--- src/rtl/mem_fill_arbiter_if.sv ---
// Cache/memory-side bundle for mem_fill_arbiter: miss and store requests in, memory port and
// cache fill strobes out. The arbiter connects through "master", the caches/memory through "slave".
interface mem_fill_arbiter_if #(
    parameter int ADDR_W = 16,
    parameter int WORDS  = 8
);
    localparam int WI = $clog2(WORDS);

    // cache-side requests
    logic              icache_miss;
    logic [ADDR_W-1:0] icache_miss_addr;
    logic              dcache_miss;
    logic [ADDR_W-1:0] dcache_miss_addr;
    logic              d_wr_req;
    logic [ADDR_W-1:0] d_wr_addr;
    logic [15:0]       d_wr_data;
    logic              d_wr_ack;

    // memory port
    logic              mem_en;
    logic              mem_wr;
    logic [ADDR_W-1:0] mem_addr;
    logic [15:0]       mem_wdata;
    logic [15:0]       mem_rdata;
    logic              mem_rvalid;

    // fill port into the caches
    logic [15:0]       fill_data;
    logic [WI-1:0]     fill_word;
    logic              fill_we_i;
    logic              fill_we_d;
    logic              tag_we_i;
    logic              tag_we_d;
    logic              fill_done_i;
    logic              fill_done_d;
    logic              fsm_busy;

    // FSM state for checkers: 0 IDLE, 1 WRITE, 2 FILL, 3 DONE
    logic [1:0]        dbg_state;

    modport master (
        input  icache_miss, icache_miss_addr, dcache_miss, dcache_miss_addr,
        input  d_wr_req, d_wr_addr, d_wr_data, mem_rdata, mem_rvalid,
        output d_wr_ack, mem_en, mem_wr, mem_addr, mem_wdata,
        output fill_data, fill_word, fill_we_i, fill_we_d, tag_we_i, tag_we_d,
        output fill_done_i, fill_done_d, fsm_busy, dbg_state
    );

    modport slave (
        output icache_miss, icache_miss_addr, dcache_miss, dcache_miss_addr,
        output d_wr_req, d_wr_addr, d_wr_data, mem_rdata, mem_rvalid,
        input  d_wr_ack, mem_en, mem_wr, mem_addr, mem_wdata,
        input  fill_data, fill_word, fill_we_i, fill_we_d, tag_we_i, tag_we_d,
        input  fill_done_i, fill_done_d, fsm_busy, dbg_state
    );
endinterface

--- src/rtl/mem_fill_arbiter.sv ---
// Arbitrates D-cache stores, D misses and I misses onto one pipelined memory port and streams
// each miss back as a whole-block fill into the requesting cache.
module mem_fill_arbiter #(
    parameter int ADDR_W = 16,
    parameter int WORDS  = 8
) (
    input  logic                 clk,
    input  logic                 rst,
    mem_fill_arbiter_if.master   mif
);
    // Handshake: all requests are level-held by the caches and sampled only in IDLE; a store
    // completes on the one-cycle d_wr_ack pulse, a miss on the one-cycle fill_done pulse.
    localparam int WI    = $clog2(WORDS);
    localparam int OFF_W = WI + 1;
    localparam int HI_W  = ADDR_W - OFF_W;

    localparam logic [WI:0]   WORDS_C = (WI+1)'(WORDS);
    localparam logic [WI-1:0] LAST_C  = WI'(WORDS - 1);

    typedef enum logic [1:0] {
        IDLE  = 2'd0,
        WRITE = 2'd1,
        FILL  = 2'd2,
        DONE  = 2'd3
    } state_t;

    state_t            state_q;
    logic [WI:0]       issue_cnt_q;
    logic [WI-1:0]     recv_cnt_q;
    logic              target_i_q;
    logic [HI_W-1:0]   base_hi_q;

    logic              mem_en_q;
    logic              mem_wr_q;
    logic [ADDR_W-1:0] mem_addr_q;
    logic [15:0]       mem_wdata_q;
    logic              d_wr_ack_q;
    logic              fill_done_i_q;
    logic              fill_done_d_q;
    logic              busy_q;

    logic              rx;
    logic              last_rx;
    logic [HI_W-1:0]   miss_hi;

    always_comb begin
        rx      = (state_q == FILL) && mif.mem_rvalid;
        last_rx = rx && (recv_cnt_q == LAST_C);
        miss_hi = mif.dcache_miss ? mif.dcache_miss_addr[ADDR_W-1:OFF_W]
                                  : mif.icache_miss_addr[ADDR_W-1:OFF_W];
    end

    always_ff @(posedge clk or negedge rst) begin
        if (!rst) begin
            state_q       <= IDLE;
            issue_cnt_q   <= '0;
            recv_cnt_q    <= '0;
            target_i_q    <= 1'b0;
            base_hi_q     <= '0;
            mem_en_q      <= 1'b0;
            mem_wr_q      <= 1'b0;
            mem_addr_q    <= '0;
            mem_wdata_q   <= '0;
            d_wr_ack_q    <= 1'b0;
            fill_done_i_q <= 1'b0;
            fill_done_d_q <= 1'b0;
            busy_q        <= 1'b0;
        end else begin
            d_wr_ack_q    <= 1'b0;
            fill_done_i_q <= 1'b0;
            fill_done_d_q <= 1'b0;
            case (state_q)
                IDLE: begin
                    if (mif.d_wr_req) begin
                        state_q     <= WRITE;
                        busy_q      <= 1'b1;
                        mem_en_q    <= 1'b1;
                        mem_wr_q    <= 1'b1;
                        mem_addr_q  <= mif.d_wr_addr;
                        mem_wdata_q <= mif.d_wr_data;
                        d_wr_ack_q  <= 1'b1;
                    end else if (mif.dcache_miss || mif.icache_miss) begin
                        // Word 0 is launched from the accept edge, so the counter starts at 1.
                        state_q     <= FILL;
                        busy_q      <= 1'b1;
                        target_i_q  <= !mif.dcache_miss;
                        base_hi_q   <= miss_hi;
                        issue_cnt_q <= (WI+1)'(1);
                        recv_cnt_q  <= '0;
                        mem_en_q    <= 1'b1;
                        mem_wr_q    <= 1'b0;
                        mem_addr_q  <= {miss_hi, {OFF_W{1'b0}}};
                    end
                end
                WRITE: begin
                    state_q     <= IDLE;
                    busy_q      <= 1'b0;
                    mem_en_q    <= 1'b0;
                    mem_wr_q    <= 1'b0;
                    mem_addr_q  <= '0;
                    mem_wdata_q <= '0;
                end
                FILL: begin
                    if (last_rx) begin
                        state_q       <= DONE;
                        mem_en_q      <= 1'b0;
                        mem_addr_q    <= '0;
                        fill_done_i_q <= target_i_q;
                        fill_done_d_q <= !target_i_q;
                    end else begin
                        if (rx) begin
                            recv_cnt_q <= recv_cnt_q + WI'(1);
                        end
                        // Concatenated address keeps the burst inside its own block.
                        if (issue_cnt_q < WORDS_C) begin
                            mem_en_q    <= 1'b1;
                            mem_addr_q  <= {base_hi_q, issue_cnt_q[WI-1:0], 1'b0};
                            issue_cnt_q <= issue_cnt_q + (WI+1)'(1);
                        end else begin
                            mem_en_q   <= 1'b0;
                            mem_addr_q <= '0;
                        end
                    end
                end
                DONE: begin
                    state_q <= IDLE;
                    busy_q  <= 1'b0;
                end
                default: begin
                    state_q <= IDLE;
                    busy_q  <= 1'b0;
                end
            endcase
        end
    end

    // Fill strobes follow mem_rvalid in the same cycle; outside FILL they are held at zero.
    assign mif.fill_data   = rx ? mif.mem_rdata : 16'h0000;
    assign mif.fill_word   = rx ? recv_cnt_q : '0;
    assign mif.fill_we_i   = rx && target_i_q;
    assign mif.fill_we_d   = rx && !target_i_q;
    assign mif.tag_we_i    = last_rx && target_i_q;
    assign mif.tag_we_d    = last_rx && !target_i_q;

    assign mif.mem_en      = mem_en_q;
    assign mif.mem_wr      = mem_wr_q;
    assign mif.mem_addr    = mem_addr_q;
    assign mif.mem_wdata   = mem_wdata_q;
    assign mif.d_wr_ack    = d_wr_ack_q;
    assign mif.fill_done_i = fill_done_i_q;
    assign mif.fill_done_d = fill_done_d_q;
    assign mif.fsm_busy    = busy_q;
    assign mif.dbg_state   = state_q;

    logic unused_addr_bits;
    assign unused_addr_bits = ^{mif.dcache_miss_addr[OFF_W-1:0], mif.icache_miss_addr[OFF_W-1:0]};
endmodule

--- src/flat_wrapper.sv ---
// flat-port wrapper written by rule: the top's interface ports become plain ports
module mem_fill_arbiter_flat 
#(
    parameter int ADDR_W = 16,
    parameter int WORDS  = 8
)
  (clk, rst, mif_icache_miss, mif_icache_miss_addr, mif_dcache_miss, mif_dcache_miss_addr, mif_d_wr_req, mif_d_wr_addr, mif_d_wr_data, mif_mem_rdata, mif_mem_rvalid, mif_d_wr_ack, mif_mem_en, mif_mem_wr, mif_mem_addr, mif_mem_wdata, mif_fill_data, mif_fill_word, mif_fill_we_i, mif_fill_we_d, mif_tag_we_i, mif_tag_we_d, mif_fill_done_i, mif_fill_done_d, mif_fsm_busy, mif_dbg_state);
  mem_fill_arbiter_if #(.ADDR_W(ADDR_W), .WORDS(WORDS)) mif_i ();
  input  logic clk;
  input  logic rst;
  input wire logic [$bits(mif_i.icache_miss)-1:0] mif_icache_miss;
  input wire logic [$bits(mif_i.icache_miss_addr)-1:0] mif_icache_miss_addr;
  input wire logic [$bits(mif_i.dcache_miss)-1:0] mif_dcache_miss;
  input wire logic [$bits(mif_i.dcache_miss_addr)-1:0] mif_dcache_miss_addr;
  input wire logic [$bits(mif_i.d_wr_req)-1:0] mif_d_wr_req;
  input wire logic [$bits(mif_i.d_wr_addr)-1:0] mif_d_wr_addr;
  input wire logic [$bits(mif_i.d_wr_data)-1:0] mif_d_wr_data;
  input wire logic [$bits(mif_i.mem_rdata)-1:0] mif_mem_rdata;
  input wire logic [$bits(mif_i.mem_rvalid)-1:0] mif_mem_rvalid;
  output wire logic [$bits(mif_i.d_wr_ack)-1:0] mif_d_wr_ack;
  output wire logic [$bits(mif_i.mem_en)-1:0] mif_mem_en;
  output wire logic [$bits(mif_i.mem_wr)-1:0] mif_mem_wr;
  output wire logic [$bits(mif_i.mem_addr)-1:0] mif_mem_addr;
  output wire logic [$bits(mif_i.mem_wdata)-1:0] mif_mem_wdata;
  output wire logic [$bits(mif_i.fill_data)-1:0] mif_fill_data;
  output wire logic [$bits(mif_i.fill_word)-1:0] mif_fill_word;
  output wire logic [$bits(mif_i.fill_we_i)-1:0] mif_fill_we_i;
  output wire logic [$bits(mif_i.fill_we_d)-1:0] mif_fill_we_d;
  output wire logic [$bits(mif_i.tag_we_i)-1:0] mif_tag_we_i;
  output wire logic [$bits(mif_i.tag_we_d)-1:0] mif_tag_we_d;
  output wire logic [$bits(mif_i.fill_done_i)-1:0] mif_fill_done_i;
  output wire logic [$bits(mif_i.fill_done_d)-1:0] mif_fill_done_d;
  output wire logic [$bits(mif_i.fsm_busy)-1:0] mif_fsm_busy;
  output wire logic [$bits(mif_i.dbg_state)-1:0] mif_dbg_state;
  assign mif_i.icache_miss = mif_icache_miss;
  assign mif_i.icache_miss_addr = mif_icache_miss_addr;
  assign mif_i.dcache_miss = mif_dcache_miss;
  assign mif_i.dcache_miss_addr = mif_dcache_miss_addr;
  assign mif_i.d_wr_req = mif_d_wr_req;
  assign mif_i.d_wr_addr = mif_d_wr_addr;
  assign mif_i.d_wr_data = mif_d_wr_data;
  assign mif_i.mem_rdata = mif_mem_rdata;
  assign mif_i.mem_rvalid = mif_mem_rvalid;
  assign mif_d_wr_ack = mif_i.d_wr_ack;
  assign mif_mem_en = mif_i.mem_en;
  assign mif_mem_wr = mif_i.mem_wr;
  assign mif_mem_addr = mif_i.mem_addr;
  assign mif_mem_wdata = mif_i.mem_wdata;
  assign mif_fill_data = mif_i.fill_data;
  assign mif_fill_word = mif_i.fill_word;
  assign mif_fill_we_i = mif_i.fill_we_i;
  assign mif_fill_we_d = mif_i.fill_we_d;
  assign mif_tag_we_i = mif_i.tag_we_i;
  assign mif_tag_we_d = mif_i.tag_we_d;
  assign mif_fill_done_i = mif_i.fill_done_i;
  assign mif_fill_done_d = mif_i.fill_done_d;
  assign mif_fsm_busy = mif_i.fsm_busy;
  assign mif_dbg_state = mif_i.dbg_state;
  mem_fill_arbiter #(.ADDR_W(ADDR_W), .WORDS(WORDS)) u_core (.clk(clk), .rst(rst), .mif(mif_i));
endmodule
--- config.mk ---
export PLATFORM = sky130hd
export DESIGN_NAME = mem_fill_arbiter_flat
export DESIGN_NICKNAME = d
export VERILOG_FILES = /design/src/rtl/mem_fill_arbiter_if.sv /design/src/rtl/mem_fill_arbiter.sv /design/src/flat_wrapper.sv
export SDC_FILE = /design/constraint.sdc
export NUM_CORES = 1
export LEC_CHECK = 0
export CORE_MARGIN = 2
export CORE_UTILIZATION = 42
export CTS_CLUSTER_DIAMETER = 100
export DETAILED_ROUTE_END_ITERATION = 12
export PLACE_DENSITY = 0.82
export SYNTH_ARGS = -nofsm -noshare
export SYNTH_HDL_FRONTEND = slang
export SYNTH_SLANG_ARGS = --single-unit
--- constraint.sdc ---
create_clock -name clk -period 2.12 [get_ports clk]
set_clock_uncertainty 0.1 [all_clocks]
set_input_delay 0.424 -clock clk [delete_from_list [all_inputs] [get_ports clk]]
set_output_delay 0.424 -clock clk [all_outputs]
set_load 0.01 [all_outputs]
==> results of run 1 <==
[cell families after synthesis]
kind of cell	after synthesis
compound gates	100
fa+ha+maj	9
buf+inv	38
flops	60
mux	24
simple gates	87
[synth_stat cells]
library cell / n / area (sq um)
a22o_1: 31 / 272
nor3_4: 1 / 16.3
nor2_1: 35 / 131
o221ai_1: 1 / 8.76
and4_1: 3 / 26.3
a221oi_1: 1 / 8.76
nor3b_4: 1 / 18.8
inv_1: 15 / 56.3
buf_2: 8 / 40.0
a211oi_1: 5 / 37.5
nor2_2: 1 / 6.26
o21ai_1: 1 / 5.00
nor4b_4: 1 / 23.8
mux2_2: 17 / 191
o21a_1: 2 / 15.0
a21bo_4: 1 / 16.3
nor4b_1: 1 / 8.76
nand3_1: 2 / 10.0
nor3b_1: 2 / 15.0
o2bb2ai_1: 1 / 8.76
buf_4: 1 / 7.51
o21ai_0: 13 / 65.1
mux2i_1: 7 / 70.1
inv_2: 1 / 3.75
nor2b_1: 5 / 31.3
a21oi_1: 28 / 140
and3_1: 18 / 113
clkbuf_1: 11 / 41.3
a31oi_1: 10 / 62.6
buf_6: 2 / 22.5
o41ai_1: 1 / 8.76
a22oi_1: 3 / 22.5
a21o_1: 1 / 7.51
a311o_1: 1 / 10.0
nand2_1: 17 / 63.8
dfrtp_1: 60 / 1500
ha_1: 9 / 113
[worst max-delay path, stage by stage, from the launching register on]
cell,delay (ns)
dfrtp_1,0.39
inv_2,0.08
ha_4,0.17
buf_4,0.15
and3_1,0.15
clkdlybuf4s15_1,0.24
[power groups by stage]
stage / Clock, mW / Combinational (mW) / Sequential [mW]
2_1_floorplan: 0 / 1.52 / 2.00
3_3_place_gp: 0 / 3.03 / 1.88
3_5_place_dp: 0 / 3.13 / 1.91
4_1_cts: 0.995 / 3.14 / 1.90
5_1_grt: 1.05 / 3.46 / 1.97
6_report: 0.980 / 3.15 / 1.91
[cell type report]
cell class / instances / area (sq um) / share of cell area
inverter: 16 / 60.1 / 0.0118
sequential: 60 / 1500 / 0.294
multi-input combinational: 220 / 1560 / 0.306
tap: 99 / 124 / 0.0242
clock inverter: 3 / 20.0 / 0.00392
clock buffer: 13 / 169 / 0.0331
timing repair buffer: 176 / 1670 / 0.327
[registers in the layout, indices dropped and copies added, names as in the netlist]
signal and cells:
u_core.mif.fsm_busy 1, u_core.mif.dbg_state 2, u_core.mif.mem_wr 1, u_core.mif.mem_en 1
u_core.mif.d_wr_ack 1, u_core.base_hi_q 12, u_core.issue_cnt_q 4, u_core.mif.mem_wdata 16
u_core.target_i_q 1, u_core.mif.fill_done_d 1, u_core.mif.mem_addr 16, u_core.recv_cnt_q 3
u_core.mif.fill_done_i 1
[per-layer routing]
layer | track usage | wire length (microns) | vias to the layer above
li1 | - | - | 1484
met1 | 0.284 | 3890 | 1478
met2 | 0.389 | 4450 | 126
met3 | 0.0631 | 672 | 22
met4 | 0.0972 | 211 | 0
met5 | 0 | 0 | -
[per-stage QoR]
stage	TNS (ns)	cells	instance area, sq um	power (mW)	util
after floorplan	0	318	3200	3.52	-
after global placement	-5.42	570	4920	4.91	0.672
after detailed placement	-7.46	570	4920	5.04	0.672
after CTS	0	587	5120	6.03	0.698
after global routing	0	587	5110	6.48	0.697
final	0	587	5110	6.04	0.697
[final timing paths]
| path | start | endpoint | cells past startpoint |
|---|---|---|---|
| min reg2reg | u_core.mif.mem_en$_DFFE_PN0P_ | u_core.mif.mem_en$_DFFE_PN0P_ | 1 |
| min | u_core.mif.mem_en$_DFFE_PN0P_ | u_core.mif.mem_en$_DFFE_PN0P_ | 1 |
| min in group asynchronous | rst | u_core.base_hi_q[7]$_DFFE_PN0P_ | 3 |
| max reg2reg | u_core.mif.dbg_state[1]$_DFFE_PN0P_ | u_core.base_hi_q[6]$_DFFE_PN0P_ | 7 |
| max in group asynchronous | rst | u_core.mif.fill_done_i$_DFF_PN0_ | 3 |
| max | u_core.mif.dbg_state[0]$_DFFE_PN0P_ | mif_fill_data[4] | 5 |
[timing repair]
action	4_1_cts	5_1_grt
hold buffers	1	0
setup endpoints to repair	39	47
hold endpoints to repair	60	0
setup buffers	0	0
resized for setup	33	29
==> results.md, run 1 <==
* Proportion of synthesized chip area in sequential cells at 0.469
* Kind of end point of the critical path: primary output
* Switching portion of total power at 0.373
* # rows at 31
* Number of iterations in the first detailed-routing pass at 6
* Most frequent cells in the layout: clkdlybuf4s50_1, dfrtp_1, nor2_1
* Worst slew pin tran at 0.702 ns
* Number of max-capacitance violations reported at 0
* XOR/XNOR share of the synthesized area at 0
* Distinct cell type count of the synthesized netlist at 37
* Maximum VDD drop at 681 uV
* Max Fanout on Critical Path at 9
* Final hold slack at 0.397 ns
* Synthesized Nets at 413
* Synth Area in Simple Gates at 0.145
* Setup repair after global routing missed its margin: no
* Buffer cell driving the clock tree root: clkbuf_8
* Final setup vio count at 0
* Pin count of the biggest net entering global routing at 61
* Final Worst Setup Slack at 0.0804 ns
* Overall routed net length at 9220 microns
* Run status: finished, final reports clean
* Min Clock Period, post-route at approximately 2.0 ns
* Detailed-route via count at 3110
* Crit path launch type: flip-flop
* Arrival time at the worst endpoint at 1.52 ns
* Via count of the first global-routing pass at approximately 3300
* Clock buffer count from CTS at 9
* Clock net sink count at 60
* Summed instance area of the synthesized netlist at 3200 sq um
* DRC Markers at 0
* Switching power of the nets at 2.25 mW
* Net count reported at finish at 578
* Normalized max-slew margin at 0.531
* Iter 0 DRT Violations at 101
* Average cell area after synthesis at just over 10 sq um
* CTS tree: done
* Combinational family with the most area after synthesis: compound AO/OA/AOI/OAI gates
* Number of nets with antenna violations after detailed routing at 0
* Global-route usage over all layers at 0.233
* Ratio of cells with drive above 1 in the final layout at 0.184
* Count of input and output buffers at between 100 and 150
* Final Hold Vio Count at 0
* H-tree lvl count at 3
* Global-route wire length before repair at 15500 microns
* # IOs at about 150
* Area growth, synth to finish at 59.7%
* Post-synthesis sequential element count at 60
* Die Y at 91.3 microns
* Die X-Extent at 91.3 microns
* Global-route congestion overflow total at 0
* Via-to-Cell Ratio at ~5.3
* Portion of netlist area occupied by mux cells at 0.0817
* Part of the total power dissipated in the clock network at 0.162
* Classification of the worst-slack hold path: reg -> reg
* Fraction of the cycle the final worst path needs at 0.962
* Sum of net half-perimeters after detailed placement at 6720 microns
* Synth Area in Adders at 0.0352
* Power density of the placed cells at 1180 nW/um^2
* Register share of total power at 0.316
* Antenna violations before repair at 0
* Fill cell total of the finished layout at 560
* Number of warnings issued by yosys at 0
* Leading cell type in the layout, fill and taps excluded: clkdlybuf4s50_1
* Crit path required time at between 1.5 and 2 ns
* Compound-cell area share of the yosys netlist at 0.215
* Routed wire per std cell at 15.7 microns
* Final Slew Violations at 0
* Placement Setup Slack at -0.269 ns
* Initial core utilization at 0.436
* Part of the power in combinational logic at 0.522
* Leak at 2.33 nW
* Clock transition at the registers of the reported paths at roughly 0.070 ns
* Full die area at 8330 sq um
* Final weighted congestion in routability-driven placement at 0.827
* Mapped Cells at 318
* CORE AREA at 7330 sq um
* Worst-case register-to-register setup slack at 0.13 ns
* Diode count at 0
* Maximum clock frequency at 490 MHz
* Cell internal power dissipation at about 3.8 mW
* Clock Latency Late Sink at around 0.34 ns
* Maximum root-to-sink buffer count at 2
* Worst Setup Path Type: reg -> out
Power figures use the tool's default switching activity.
==> inputs of run 2 (changes only) <==
CORE_MARGIN = 5   (was 2)
RECOVER_POWER = 50   (was not set)
==> run 2 against run 1 <==
Effect of this change: design area is 0.47% lower; non-clock buffer count unchanged; flip-flop and latch count did not move; fmax increased by 0.56%; setup slack gained 0.011 ns; final cell count shrank 0.34%; critical path depth did not move; die area rose by 14%; largest cell class unchanged; largest power group unchanged.
==> results.md, run 2 (synthesis results as in run 1) <==
* Run status: finished, final reports clean
* Iter 0 DRT Violations at 116
* Global-route usage over all layers at 0.200
* H-tree lvl count at 3
* Final hold slack at approximately 0.4 ns
* Power density of the placed cells at 1160 nW/um^2
* Cell internal power dissipation at about 3.7 mW
* Maximum clock frequency at 493 MHz
* Register share of total power at 0.323
* Placement Setup Slack at -0.280 ns
* Number of max-capacitance violations reported at 0
* Most frequent cells in the layout: clkdlybuf4s50_1, dfrtp_1, nor2_1
* Switching power of the nets at about 2.2 mW
* Kind of end point of the critical path: primary output
* Ratio of cells with drive above 1 in the final layout at 0.171
* Final Hold Vio Count at 0
* Leak at 2.37 nW
* Buffer count from post-CTS setup fixing at 0
* Fill cell total of the finished layout at roughly 560
* Crit path launch type: flip-flop
* Final Worst Setup Slack at 0.0919 ns
* Maximum VDD drop at 622 uV
* Count of input and output buffers at 140
* Global-route wire length before repair at roughly 16000 microns
* # IOs at around 150
* Clock Latency Late Sink at around 0.33 ns
* Normalized max-slew margin at 0.532
* Number of nets with antenna violations after detailed routing at 0
* Leading cell type in the layout, fill and taps excluded: clkdlybuf4s50_1
* Global-route congestion overflow total at 0
* Area growth, synth to finish at 59.0%
* Part of the total power dissipated in the clock network at 0.161
* Overall routed net length at around 9500 microns
* Buffer cell driving the clock tree root: clkbuf_8
* Crit path required time at approximately 1.6 ns
* Pin count of the biggest net entering global routing at 33
* Setup repair after global routing missed its margin: no
* Min Clock Period, post-route at 2.03 ns
* Clock transition at the registers of the reported paths at 0.06 ns
* Arrival time at the worst endpoint at 1.50 ns
* Die X-Extent at 97.3 microns
* DRC Markers at 0
* Final weighted congestion in routability-driven placement at around 0.84
* Final Slew Violations at 0
* Sum of net half-perimeters after detailed placement at approximately 7300 microns
* Part of the power in combinational logic at 0.517
* Routed wire per std cell at 16.3 microns
* Via-to-Cell Ratio at between 5 and 6
* Number of iterations in the first detailed-routing pass at 4
* Clock net sink count at 60
* Clock buffer count from CTS at 9
* Final cell count without fillers at 585
* Classification of the worst-slack hold path: reg -> reg
* # rows at 31
* Total instance count after detailed placement at 570
* Max Fanout on Critical Path at 10
* Fraction of the cycle the final worst path needs at 0.957
* CORE AREA at roughly 7300 sq um
* Diode count at 0
* Worst-case register-to-register setup slack at 0.13 ns
* Initial core utilization at 0.436
* Via count of the first global-routing pass at about 3200
* Switching portion of total power at 0.371
* CTS tree: done
* Maximum root-to-sink buffer count at 2
* Net count reported at finish at roughly 580
* Full die area at 9460 sq um
* Final setup vio count at 0
* Antenna violations before repair at 0
* Worst Setup Path Type: reg -> out
* Die Y at 97.3 microns
* Detailed-route via count at 3106
* Worst slew pin tran at 0.702 ns
run 2: changes by cell type in the layout (fill, tap and decap cells not counted), moves of 2 or more:
cell,change
clkinvlp_4,-2
dlygate4sd3_1,+23
clkdlybuf4s50_1,-23
clkbuf_1,+2
clkbuf_8,-3
buf_4,-2
run 2: cell type report:
| class | count | area (sq um) | area share |
|---|---|---|---|
| Tap cell | 99 | 124 | 0.0244 |
| Sequential cell | 60 | 1500 | 0.295 |
| Clock buffer | 11 | 131 | 0.0258 |
| Multi-Input combinational cell | 220 | 1550 | 0.304 |
| Inverter | 16 | 60.1 | 0.0118 |
| Timing Repair Buffer | 176 | 1680 | 0.331 |
| Clock inverter | 3 | 40.0 | 0.00787 |
run 2: repair_timing:
item / CTS / global route
gates resized for setup: 30 / 28
hold endpoints to repair: 11 / 0
gates cloned: 0 / 0
setup endpoints to repair: 39 / 31
hold buffers: 1 / 0
run 2: worst max-delay path, cell delays in order (launching register included):
cell and delay [ns]:
dfrtp_1 0.39, inv_2 0.08, ha_4 0.16, buf_4 0.15, and3_1 0.16, clkdlybuf4s15_1 0.24
run 2: power by group through the flow:
stage / Sequential [mW] / Combinational, mW / Clock [mW]
5_1_grt: 1.96 / 3.35 / 1.02
6_report: 1.90 / 3.04 / 0.947
3_3_place_gp: 1.89 / 3.02 / 0
2_1_floorplan: 2.00 / 1.52 / 0
3_5_place_dp: 1.91 / 3.12 / 0
4_1_cts: 1.91 / 3.13 / 0.967
run 2: metal layers:
| metal | wire length, microns | vias to the layer above | track usage |
|---|---|---|---|
| met5 | 0 | - | 0 |
| met4 | 142 | 0 | 0.0607 |
| li1 | - | 1479 | - |
| met2 | 4650 | 116 | 0.338 |
| met1 | 3980 | 1496 | 0.236 |
| met3 | 771 | 15 | 0.0775 |
run 2: metrics by stage:
stage	TNS, ns	area, sq um	utilization	total power [mW]
2_1_floorplan	0	3200	-	3.52
3_3_place_gp	-4.96	4940	0.673	4.91
3_5_place_dp	-6.18	4940	0.673	5.04
4_1_cts	0	5100	0.696	6.00
5_1_grt	0	5090	0.694	6.32
6_report	0	5090	0.694	5.89
run 2: worst paths after layout:
check / startpoint / to / cells after the start
hold reg to reg: u_core.mif.mem_en$_DFFE_PN0P_ / u_core.mif.mem_en$_DFFE_PN0P_ / 1
max in group asynchronous: rst / u_core.mif.fill_done_d$_DFF_PN0_ / 3
hold / removal: u_core.mif.mem_en$_DFFE_PN0P_ / u_core.mif.mem_en$_DFFE_PN0P_ / 1
setup / recovery: u_core.mif.dbg_state[0]$_DFFE_PN0P_ / mif_fill_data[0] / 5
min in group asynchronous: rst / u_core.base_hi_q[9]$_DFFE_PN0P_ / 2
setup reg to reg: u_core.recv_cnt_q[0]$_DFFE_PN0P_ / u_core.mif.mem_addr[2]$_DFFE_PN0P_ / 8
